<file path="src/rtl/fetch_pc_unit_if.sv">
// Fetch PC unit bus: pipeline control, ID-stage control-flow info, predictor
// results in; fetch address, redirect and performance counters out.
interface fetch_pc_unit_if #(
  parameter int unsigned PERF_CNT_WIDTH = 32
);
  logic                      PL_stall;
  logic                      PL_flush;
  logic [31:0]               ex_redirect_pc;
  logic                      B_type_id;
  logic                      jal_id;
  logic                      jalr_id;
  logic [31:0]               pc_id;
  logic [31:0]               imme_id;
  logic                      B_type_prediction_result;
  logic [31:0]               jalr_prediction_result;
  logic [31:0]               pc;
  logic [31:0]               pc_add_4;
  logic                      id_redirect;
  logic                      pred_taken_ex;
  logic [PERF_CNT_WIDTH-1:0] branch_cnt;
  logic [PERF_CNT_WIDTH-1:0] mispredict_cnt;

  // Pipeline/predictor side.
  modport master (
    output PL_stall, PL_flush, ex_redirect_pc, B_type_id, jal_id, jalr_id,
           pc_id, imme_id, B_type_prediction_result, jalr_prediction_result,
    input  pc, pc_add_4, id_redirect, pred_taken_ex, branch_cnt, mispredict_cnt
  );

  // Fetch PC unit side.
  modport slave (
    input  PL_stall, PL_flush, ex_redirect_pc, B_type_id, jal_id, jalr_id,
           pc_id, imme_id, B_type_prediction_result, jalr_prediction_result,
    output pc, pc_add_4, id_redirect, pred_taken_ex, branch_cnt, mispredict_cnt
  );
endinterface

</file>
<file path="src/rtl/fetch_pc_unit.sv">
// Fetch PC unit: selects the next fetch address from reset, EX flush, stall,
// ID-stage predicted redirect or sequential fetch, and keeps branch and
// misprediction counters.
module fetch_pc_unit #(
  parameter logic [31:0] RESET_PC       = 32'h0000_0000,
  parameter int unsigned PERF_CNT_WIDTH = 32
) (
  input logic            clk,
  input logic            rst,
  fetch_pc_unit_if.slave bus
);

  // BOOT/RECOVER mean ID holds a bubble, so its control-flow bits are ignored.
  typedef enum logic [1:0] {StBoot, StRun, StRecover} state_e;

  state_e                    state_q, state_d;
  logic [31:0]               pc_q, pc_d;
  logic [31:0]               id_target;
  logic                      pred_q, pred_d;
  logic [PERF_CNT_WIDTH-1:0] branch_cnt_q, mispredict_cnt_q;
  logic                      id_valid;
  logic                      id_redirect;
  logic                      branch_seen;

  assign id_valid    = (state_q == StRun);
  assign id_redirect = id_valid && !bus.PL_stall && !bus.PL_flush &&
                       (bus.jal_id || bus.jalr_id ||
                        (bus.B_type_id && bus.B_type_prediction_result));
  assign branch_seen = id_valid && bus.B_type_id && !bus.PL_stall && !bus.PL_flush;

  // jalr target comes from the return stack with bit 0 cleared; jal and taken
  // branches are PC-relative.
  assign id_target = bus.jalr_id ? {bus.jalr_prediction_result[31:1], 1'b0}
                                 : bus.pc_id + bus.imme_id;

  // Next fetch address and staged prediction; flush beats stall.
  always_comb begin
    pc_d   = pc_q + 32'd4;
    pred_d = pred_q;
    if (bus.PL_flush) begin
      pc_d   = bus.ex_redirect_pc;
      pred_d = 1'b0;
    end else if (bus.PL_stall) begin
      pc_d   = pc_q;
    end else begin
      pred_d = id_valid && bus.B_type_id && bus.B_type_prediction_result;
      if (id_redirect) begin
        pc_d = id_target;
      end
    end
  end

  // Next FSM state.
  always_comb begin
    state_d = state_q;
    if (bus.PL_flush) begin
      state_d = StRecover;
    end else if (state_q == StRun) begin
      if (id_redirect) begin
        state_d = StRecover;
      end
    end else if (!bus.PL_stall) begin
      state_d = StRun;
    end
  end

  // State, fetch PC, staged prediction and saturating counters.
  always_ff @(posedge clk) begin
    if (rst) begin
      state_q          <= StBoot;
      pc_q             <= RESET_PC;
      pred_q           <= 1'b0;
      branch_cnt_q     <= '0;
      mispredict_cnt_q <= '0;
    end else begin
      state_q <= state_d;
      pc_q    <= pc_d;
      pred_q  <= pred_d;
      if (branch_seen && (branch_cnt_q != '1)) begin
        branch_cnt_q <= branch_cnt_q + 1'b1;
      end
      if (bus.PL_flush && (mispredict_cnt_q != '1)) begin
        mispredict_cnt_q <= mispredict_cnt_q + 1'b1;
      end
    end
  end

  assign bus.pc             = pc_q;
  assign bus.pc_add_4       = pc_q + 32'd4;
  assign bus.id_redirect    = id_redirect;
  assign bus.pred_taken_ex  = pred_q;
  assign bus.branch_cnt     = branch_cnt_q;
  assign bus.mispredict_cnt = mispredict_cnt_q;

endmodule
</file>
<file path="src/flat_wrapper.sv">
// flat-port wrapper written by rule: the top's interface ports become plain ports
module fetch_pc_unit_flat 
#(
  parameter logic [31:0] RESET_PC       = 32'h0000_0000,
  parameter int unsigned PERF_CNT_WIDTH = 32
)
  (clk, rst, bus_PL_stall, bus_PL_flush, bus_ex_redirect_pc, bus_B_type_id, bus_jal_id, bus_jalr_id, bus_pc_id, bus_imme_id, bus_B_type_prediction_result, bus_jalr_prediction_result, bus_pc, bus_pc_add_4, bus_id_redirect, bus_pred_taken_ex, bus_branch_cnt, bus_mispredict_cnt);
  fetch_pc_unit_if #(.PERF_CNT_WIDTH(PERF_CNT_WIDTH)) bus_i ();
  input logic clk;
  input logic rst;
  input wire logic [$bits(bus_i.PL_stall)-1:0] bus_PL_stall;
  input wire logic [$bits(bus_i.PL_flush)-1:0] bus_PL_flush;
  input wire logic [$bits(bus_i.ex_redirect_pc)-1:0] bus_ex_redirect_pc;
  input wire logic [$bits(bus_i.B_type_id)-1:0] bus_B_type_id;
  input wire logic [$bits(bus_i.jal_id)-1:0] bus_jal_id;
  input wire logic [$bits(bus_i.jalr_id)-1:0] bus_jalr_id;
  input wire logic [$bits(bus_i.pc_id)-1:0] bus_pc_id;
  input wire logic [$bits(bus_i.imme_id)-1:0] bus_imme_id;
  input wire logic [$bits(bus_i.B_type_prediction_result)-1:0] bus_B_type_prediction_result;
  input wire logic [$bits(bus_i.jalr_prediction_result)-1:0] bus_jalr_prediction_result;
  output wire logic [$bits(bus_i.pc)-1:0] bus_pc;
  output wire logic [$bits(bus_i.pc_add_4)-1:0] bus_pc_add_4;
  output wire logic [$bits(bus_i.id_redirect)-1:0] bus_id_redirect;
  output wire logic [$bits(bus_i.pred_taken_ex)-1:0] bus_pred_taken_ex;
  output wire logic [$bits(bus_i.branch_cnt)-1:0] bus_branch_cnt;
  output wire logic [$bits(bus_i.mispredict_cnt)-1:0] bus_mispredict_cnt;
  assign bus_i.PL_stall = bus_PL_stall;
  assign bus_i.PL_flush = bus_PL_flush;
  assign bus_i.ex_redirect_pc = bus_ex_redirect_pc;
  assign bus_i.B_type_id = bus_B_type_id;
  assign bus_i.jal_id = bus_jal_id;
  assign bus_i.jalr_id = bus_jalr_id;
  assign bus_i.pc_id = bus_pc_id;
  assign bus_i.imme_id = bus_imme_id;
  assign bus_i.B_type_prediction_result = bus_B_type_prediction_result;
  assign bus_i.jalr_prediction_result = bus_jalr_prediction_result;
  assign bus_pc = bus_i.pc;
  assign bus_pc_add_4 = bus_i.pc_add_4;
  assign bus_id_redirect = bus_i.id_redirect;
  assign bus_pred_taken_ex = bus_i.pred_taken_ex;
  assign bus_branch_cnt = bus_i.branch_cnt;
  assign bus_mispredict_cnt = bus_i.mispredict_cnt;
  fetch_pc_unit #(.RESET_PC(RESET_PC), .PERF_CNT_WIDTH(PERF_CNT_WIDTH)) u_core (.clk(clk), .rst(rst), .bus(bus_i));
endmodule
</file>
<file path="config.mk">
export PLATFORM = sky130hd
export DESIGN_NAME = fetch_pc_unit_flat
export DESIGN_NICKNAME = d
export VERILOG_FILES = /design/src/rtl/fetch_pc_unit_if.sv /design/src/rtl/fetch_pc_unit.sv /design/src/flat_wrapper.sv
export SDC_FILE = /design/constraint.sdc
export NUM_CORES = 1
export LEC_CHECK = 0
export ABC_AREA = 1
export CAP_MARGIN = 20
export CORE_MARGIN = 1.5
export CORE_UTILIZATION = 52
export CTS_CLUSTER_DIAMETER = 100
export CTS_CLUSTER_SIZE = 10
export DETAILED_ROUTE_END_ITERATION = 12
export PLACE_DENSITY = 0.89
export SLEW_MARGIN = 5
export SYNTH_ARGS = -nofsm -noshare
export SYNTH_HDL_FRONTEND = slang
export SYNTH_SLANG_ARGS = --single-unit
</file>
<file path="constraint.sdc">
create_clock -name clk -period 5.2 [get_ports clk]
set_input_delay 0.52 -clock clk [delete_from_list [all_inputs] [get_ports clk]]
set_output_delay 0.52 -clock clk [all_outputs]
set_load 0.02 [all_outputs]
</file>
==> metrics.log, run 1 <==
[metrics] run status: completed
[metrics] clk_lat worst skew: 370 ps
[metrics] peak clock frequency supported by timing: 0.296 GHz
[metrics] Setup violations, final: 0
[metrics] synthesized netlist net count: 1617
[metrics] total negative setup slack: 0 ps
[metrics] die extent in y: 131 um
[metrics] Final #Nets: 1860
[metrics] number of buffers on the longest clock path: 2
[metrics] Period Utilization, post-route: 0.650
[metrics] Core Footprint: 15900 um2
[metrics] MaxCap Viol Count: 0
[metrics] maximum ir drop on the vdd rail: 0.000167 V
[metrics] global route overflow: 0
[metrics] total I/O pin count: 266
[metrics] Max Fanout on Critical Path: 7
[metrics] clock sink count: 99
[metrics] worst r2r path cells: 12
[metrics] HPWL after detailed placement: 24900 um
[metrics] main area contributors after synthesis: dfxtp_1 (23%), nand2_1 (19%), nor2_1 (8.1%), a21oi_1 (7.6%), inv_1 (6.9%)
[metrics] final routed wire length divided by cell count: 16.2 um
[metrics] top-area cell type share of the netlist area: 0.232
[metrics] signed area change from the synthesized netlist to the final layout: 36.5%
[metrics] Final Cell Area: 11600 um2
[metrics] global-route wire length before repair: 47800 um
[metrics] post-route clock skew: 18.9 ps
[metrics] fraction of the yosys area taken by sequential cells: 0.232
[metrics] critical path class: register to output port
[metrics] total setup buffers inserted after CTS: 0
[metrics] total number of vias: 10600
[metrics] number of pins exceeding their max-slew limit in the final report: 0
[metrics] EDFF count, synth: 0
[metrics] Pre-antenna DRT Iters: 7
[metrics] number of synthesized register bits: 99
[metrics] number of buffers created by CTS: 9
[metrics] critical path data arrival time: 2860 ps
[metrics] classification of the worst-slack hold path: register to register
[metrics] most common cell in the synthesized netlist: nand2_1
[metrics] worst-margin pin slew: 1020 ps
[metrics] placed cell area: 11300 um2
[metrics] 1st-iter DRT viols: 861
[metrics] top_reg_cell synth: dfxtp_1
[metrics] ratio of total power to cell area: 185 nW/um2
[metrics] Hold Crit Depth: 2
[metrics] DIE WIDTH: 131 um
[metrics] Synth async-reset ratio: 0
[metrics] count of nets left with antenna violations after detail routing: 0
[metrics] number of global-route vias before repair: 9717
[metrics] post-DR vias/cell: 5.54
[metrics] layout filler cell count: 1390
[metrics] standby leakage power: 4.85 nW
[metrics] die area: 17200 um2
[metrics] Unique masters post-synth: 43
[metrics] CTS H-Tree Depth: 3
[metrics] wirelength, routed: 31000 um
[metrics] fraction of final layout cells sized beyond drive strength 1: 0.0360
[metrics] Netlist Area Pre-Place: 8530 um2
[metrics] top cells by count, synth: nand2_1 (432), nor2_1 (185), inv_1 (156)
[metrics] Worst Hold Margin: 497 ps
[metrics] Overall Global Routing Usage: 0.358
[metrics] post-cts hold buffer count: 0
[metrics] number of rows in the core area: 46
[metrics] clock root buffer: clkbuf_16
[metrics] Multi-input gate area: 5750 um2
[metrics] clock input transition at the sequential cells of the worst setup and hold paths: 80 ps
[metrics] count of buffers inserted at the top-level ports: 264
[metrics] footprint of the flip-flops and latches: 1980 um2
[metrics] Initial Util: 0.535
[metrics] Post-Syn Area per Cell: 5.90 um2
[metrics] pin count of the biggest net entering global routing: 61
[metrics] post-route DRC violation count: 0
[metrics] setup repair after global routing missed its margin: no
[metrics] Setup crit start kind: register
[metrics] worst-case headroom to the max-slew limit: 0.317
[metrics] post-layout min period: 3380 ps
[metrics] Yosys Warn Count: 0
[metrics] number of gates resized after CTS: 0
[metrics] Post-Syn Instances: 1446
[metrics] clock tree from TritonCTS: built
[metrics] antenna violations before repair: 2
[metrics] Synth area leader: dfxtp_1
[metrics] global placement routability congestion: 0.968
[metrics] hold violation total from the final report: 0
[metrics] nature of the critical path endpoint: output port
[metrics] required time worst endpoint: 4680 ps
-- layout by cell type, fill, tap and decap left out, types with 9 or more instances in the layout --
master / count
nand2_1: 432
clkdlybuf4s50_1: 264
nor2_1: 185
inv_1: 156
a21oi_1: 129
dfxtp_1: 99
nand3_1: 78
o21ai_0: 72
xor2_1: 49
nor3_1: 40
ha_1: 34
nand4_1: 24
xnor2_1: 21
nor4_1: 12
nor2_2: 9
a31oi_1: 9
clkbuf_16: 9
-- through the flow --
| step | power, mW | setup WS [ps] | util | std cells |
|---|---|---|---|---|
| global placement | 1.46 | 1930 | 0.709 | 1893 |
| detailed placement | 1.47 | 1940 | 0.711 | 1894 |
| finish | 2.15 | 1820 | 0.730 | 1911 |
| CTS | 2.14 | 1850 | 0.730 | 1910 |
| global route | 2.25 | 1750 | 0.730 | 1911 |
| floorplan | 1.18 | 3000 | - | 1446 |
-- worst max-delay path, stage by stage (launching register included) --
cell             delay [ps]
dfxtp_1                 540
ha_1                    290
nand3_2                 140
nor2_4                  180
nand2_2                 120
nor2_4                  190
nand2_1                 110
xnor2_2                 250
clkdlybuf4s50_1         670
-- cell families (layout without fill, tap and decap cells) --
family	count (synthesis)	count (layout)	share of synthesized area
buf+inv	200	448	0.0930
xor+xnor	72	72	0.0757
simple gates	810	810	0.405
fa+ha+maj	35	35	0.0522
flops	99	99	0.232
other cells	0	1	0
compound gates	230	230	0.142
-- metal layers --
layer	share of wire	vias to the layer above	GRT usage	wire length, um
met5	0	-	0	0
met4	0.045	0	0.173	1410
met3	0.086	91	0.0670	2660
met2	0.48	526	0.646	15000
met1	0.39	4788	0.405	12000
li1	-	5179	-	-
-- path summary, 6_finish.rpt --
check | from | to | slack (ps)
max | u_core.bus.pc[2] | bus_pc_add_4[20] | 1820
min | u_core.state_q[0] | u_core.state_q[0] | 500
max reg2reg | u_core.bus.branch_cnt[0] | u_core.bus.branch_cnt[12] | 2820
min reg2reg | u_core.state_q[0] | u_core.state_q[0] | 500
-- final cells by class --
| class | instances | area share |
|---|---|---|
| multi-input cells | 1147 | 0.494 |
| repair buffers | 272 | 0.234 |
| flip-flops and latches | 99 | 0.170 |
| inverters | 160 | 0.0518 |
| well taps | 216 | 0.0232 |
| clock buffers | 9 | 0.0194 |
| clock inverters | 7 | 0.00677 |
| diodes | 1 | 0.000215 |
-- registers in the layout (all words and copies together) (netlist names) --
name                       count
u_core.bus.branch_cnt         32
u_core.bus.mispredict_cnt     32
u_core.bus.pc                 32
u_core.bus.pred_taken_ex       1
u_core.state_q                 2
-- where the power goes --
group          total (mW)  switching [mW]  internal (mW)
sequential          0.816          0.0358          0.780
combinational       0.648           0.359          0.289
clock               0.688           0.345          0.343
total                2.15           0.740           1.41
(Power assumes the default switching activity.)
==> run 2: changes to the inputs <==
CORE_UTILIZATION = 48   (was 52)
PLACE_DENSITY = 0.83   (was 0.89)
clock period = 3.5 ns   (was 5.2 ns; I/O delays follow)
==> run 2 against run 1 <==
  * Via count fell by 2.2%
  * Critical path type unchanged
  * Sequential share of layout area about the same
  * Worst hold slack better by 3.4 ps
  * Global-route usage down 2.8 points
  * Core utilization is 5.8 points lower
  * Register-to-register slack got worse by 1600 ps
  * Sequential power is 48% higher
  * Wire length fell by 2.2%
  * Power grew 51%
==> metrics.log, run 2 (synthesis results as in run 1) <==
[metrics] Largest stage delay, worst path: 640 ps
[metrics] worst slack at placement: 767 ps
[metrics] P_sw: 1.08 mW
[metrics] post-DR vias/cell: 5.39
[metrics] die area: 18600 um2
[metrics] Final Cell Area: 11700 um2
[metrics] number of buffers on the longest clock path: 2
[metrics] classification of the worst-slack hold path: register to register
[metrics] clk_lat worst skew: 360 ps
[metrics] DIE WIDTH: 136 um
[metrics] worst-margin pin slew: 1050 ps
[metrics] worst reg2reg setup slack: 1250 ps
[metrics] library cell contributing the largest single delay on the critical path: clkdlybuf4s50_1
[metrics] Crit path top cell by count: nor2_4
[metrics] 1st-iter DRT viols: 864
[metrics] Total Power: 3.24 mW
[metrics] signed area change from the synthesized netlist to the final layout: 36.7%
[metrics] layout filler cell count: 1662
[metrics] antenna violations before repair: 1
[metrics] global route overflow: 0
[metrics] nature of the critical path endpoint: output port
[metrics] worst setup margin: 410 ps
[metrics] ratio of total power to cell area: 278 nW/um2
[metrics] run status: completed
[metrics] CTS H-Tree Depth: 3
[metrics] final routed wire length divided by cell count: 15.8 um
[metrics] Initial Util: 0.491
[metrics] portion of total power attributed to sequential cells: 0.373
[metrics] number of rows in the core area: 48
[metrics] Max Fanout on Critical Path: 7
[metrics] placed cell area: 11300 um2
[metrics] wirelength, routed: 30300 um
[metrics] Core Footprint: 17400 um2
[metrics] post-cts hold buffer count: 0
[metrics] number of global-route vias before repair: 9542
[metrics] standby leakage power: 4.84 nW
[metrics] global-route wire length before repair: 48200 um
[metrics] MaxCap Viol Count: 0
[metrics] combinational power share: 0.295
[metrics] peak clock frequency supported by timing: 0.324 GHz
[metrics] global placement routability congestion: 0.996
[metrics] Period Utilization, post-route: 0.883
[metrics] required time worst endpoint: 3150 ps
[metrics] count of buffers inserted at the top-level ports: 264
[metrics] number of gates resized after CTS: 0
[metrics] Overall Global Routing Usage: 0.330
[metrics] hold violation total from the final report: 0
[metrics] pin count of the biggest net entering global routing: 48
[metrics] Setup crit start kind: register
[metrics] HPWL after detailed placement: 24400 um
[metrics] cell internal power dissipation: 2.16 mW
[metrics] total number of vias: 10300
[metrics] die extent in y: 136 um
[metrics] most common library cell in the layout ignoring fill and taps: nand2_1
[metrics] clock sink count: 99
[metrics] share of total power consumed by net switching: 0.334
[metrics] post-layout min period: 3090 ps
[metrics] Pre-antenna DRT Iters: 5
[metrics] clock root buffer: clkbuf_16
[metrics] number of buffers created by CTS: 9
[metrics] maximum ir drop on the vdd rail: 0.000307 V
[metrics] count of nets left with antenna violations after detail routing: 0
[metrics] post-route DRC violation count: 0
[metrics] clock input transition at the sequential cells of the worst setup and hold paths: 70 ps
[metrics] post-route clock skew: 14.0 ps
[metrics] proportion of power drawn by the clock network: 0.332
[metrics] total setup buffers inserted after CTS: 0
[metrics] clock tree from TritonCTS: built
[metrics] critical path data arrival time: 2740 ps
[metrics] fraction of final layout cells sized beyond drive strength 1: 0.0360
[metrics] Setup violations, final: 0
[metrics] most used cells in the layout excluding fill and tap cells: nand2_1 (432), clkdlybuf4s50_1 (264), nor2_1 (185), inv_1 (156), a21oi_1 (129)
[metrics] total negative setup slack: 0 ps
[metrics] number of pins exceeding their max-slew limit in the final report: 0
[metrics] setup repair after global routing missed its margin: no
[metrics] CP cell instances: ha_1, nand3_2, nor2_4, nand2_2, nor2_4, nand2_1, xnor2_2, clkdlybuf4s50_1
[metrics] critical path class: register to output port
[metrics] non-filler instance count after layout: 1920
[metrics] worst-case headroom to the max-slew limit: 0.295
[metrics] Final #Nets: 1860
[metrics] total I/O pin count: 266
[metrics] number of instances in the placed design: 1903
==> run 2: power by group through the flow <==
stage / registers, mW / clock network [mW] / logic [mW]
floorplan: 1.26 / 0 / 0.495
global placement: 1.24 / 0 / 0.939
detailed placement: 1.24 / 0 / 0.945
CTS: 1.21 / 1.09 / 0.952
global route: 1.22 / 1.13 / 1.05
finish: 1.21 / 1.08 / 0.956
==> run 2: path summary, 6_finish.rpt <==
kind,from,endpoint,depth (start not counted)
min reg2reg,u_core.bus.mispredict_cnt[31],u_core.bus.mispredict_cnt[31],2
max,u_core.bus.pc[2],bus_pc_add_4[22],8
min,u_core.bus.mispredict_cnt[31],u_core.bus.mispredict_cnt[31],2
max reg2reg,u_core.bus.mispredict_cnt[1],u_core.bus.mispredict_cnt[14],11
==> run 2: critical path: cells and delay by family, from the launching register on <==
kind	cells	cell delay (ps)
simple gates	5	770
buf+inv	1	640
flops	1	500
fa+ha+maj	1	290
xor+xnor	1	200
==> run 2: per-layer routing <==
layer | global-route usage | wire, um
met1 | 0.400 | 12200
met2 | 0.571 | 14500
met3 | 0.0630 | 2450
met4 | 0.136 | 1100
met5 | 0 | 0
==> run 2: layout make-up <==
cell class,count,area (um2),share of cell area
flip-flops and latches,99,1980,0.170
diodes,1,2.50,0.000215
inverters,160,603,0.0517
multi-input cells,1147,5750,0.494
repair buffers,272,2720,0.233
well taps,225,282,0.0242
clock buffers,9,225,0.0193
clock inverters,7,92.6,0.00794
==> run 2: through the flow <==
stage                util  hold slack (ps)
floorplan               -              450
global placement    0.653              465
detailed placement  0.653              486
CTS                 0.671              502
global route        0.671              528
finish              0.671              500
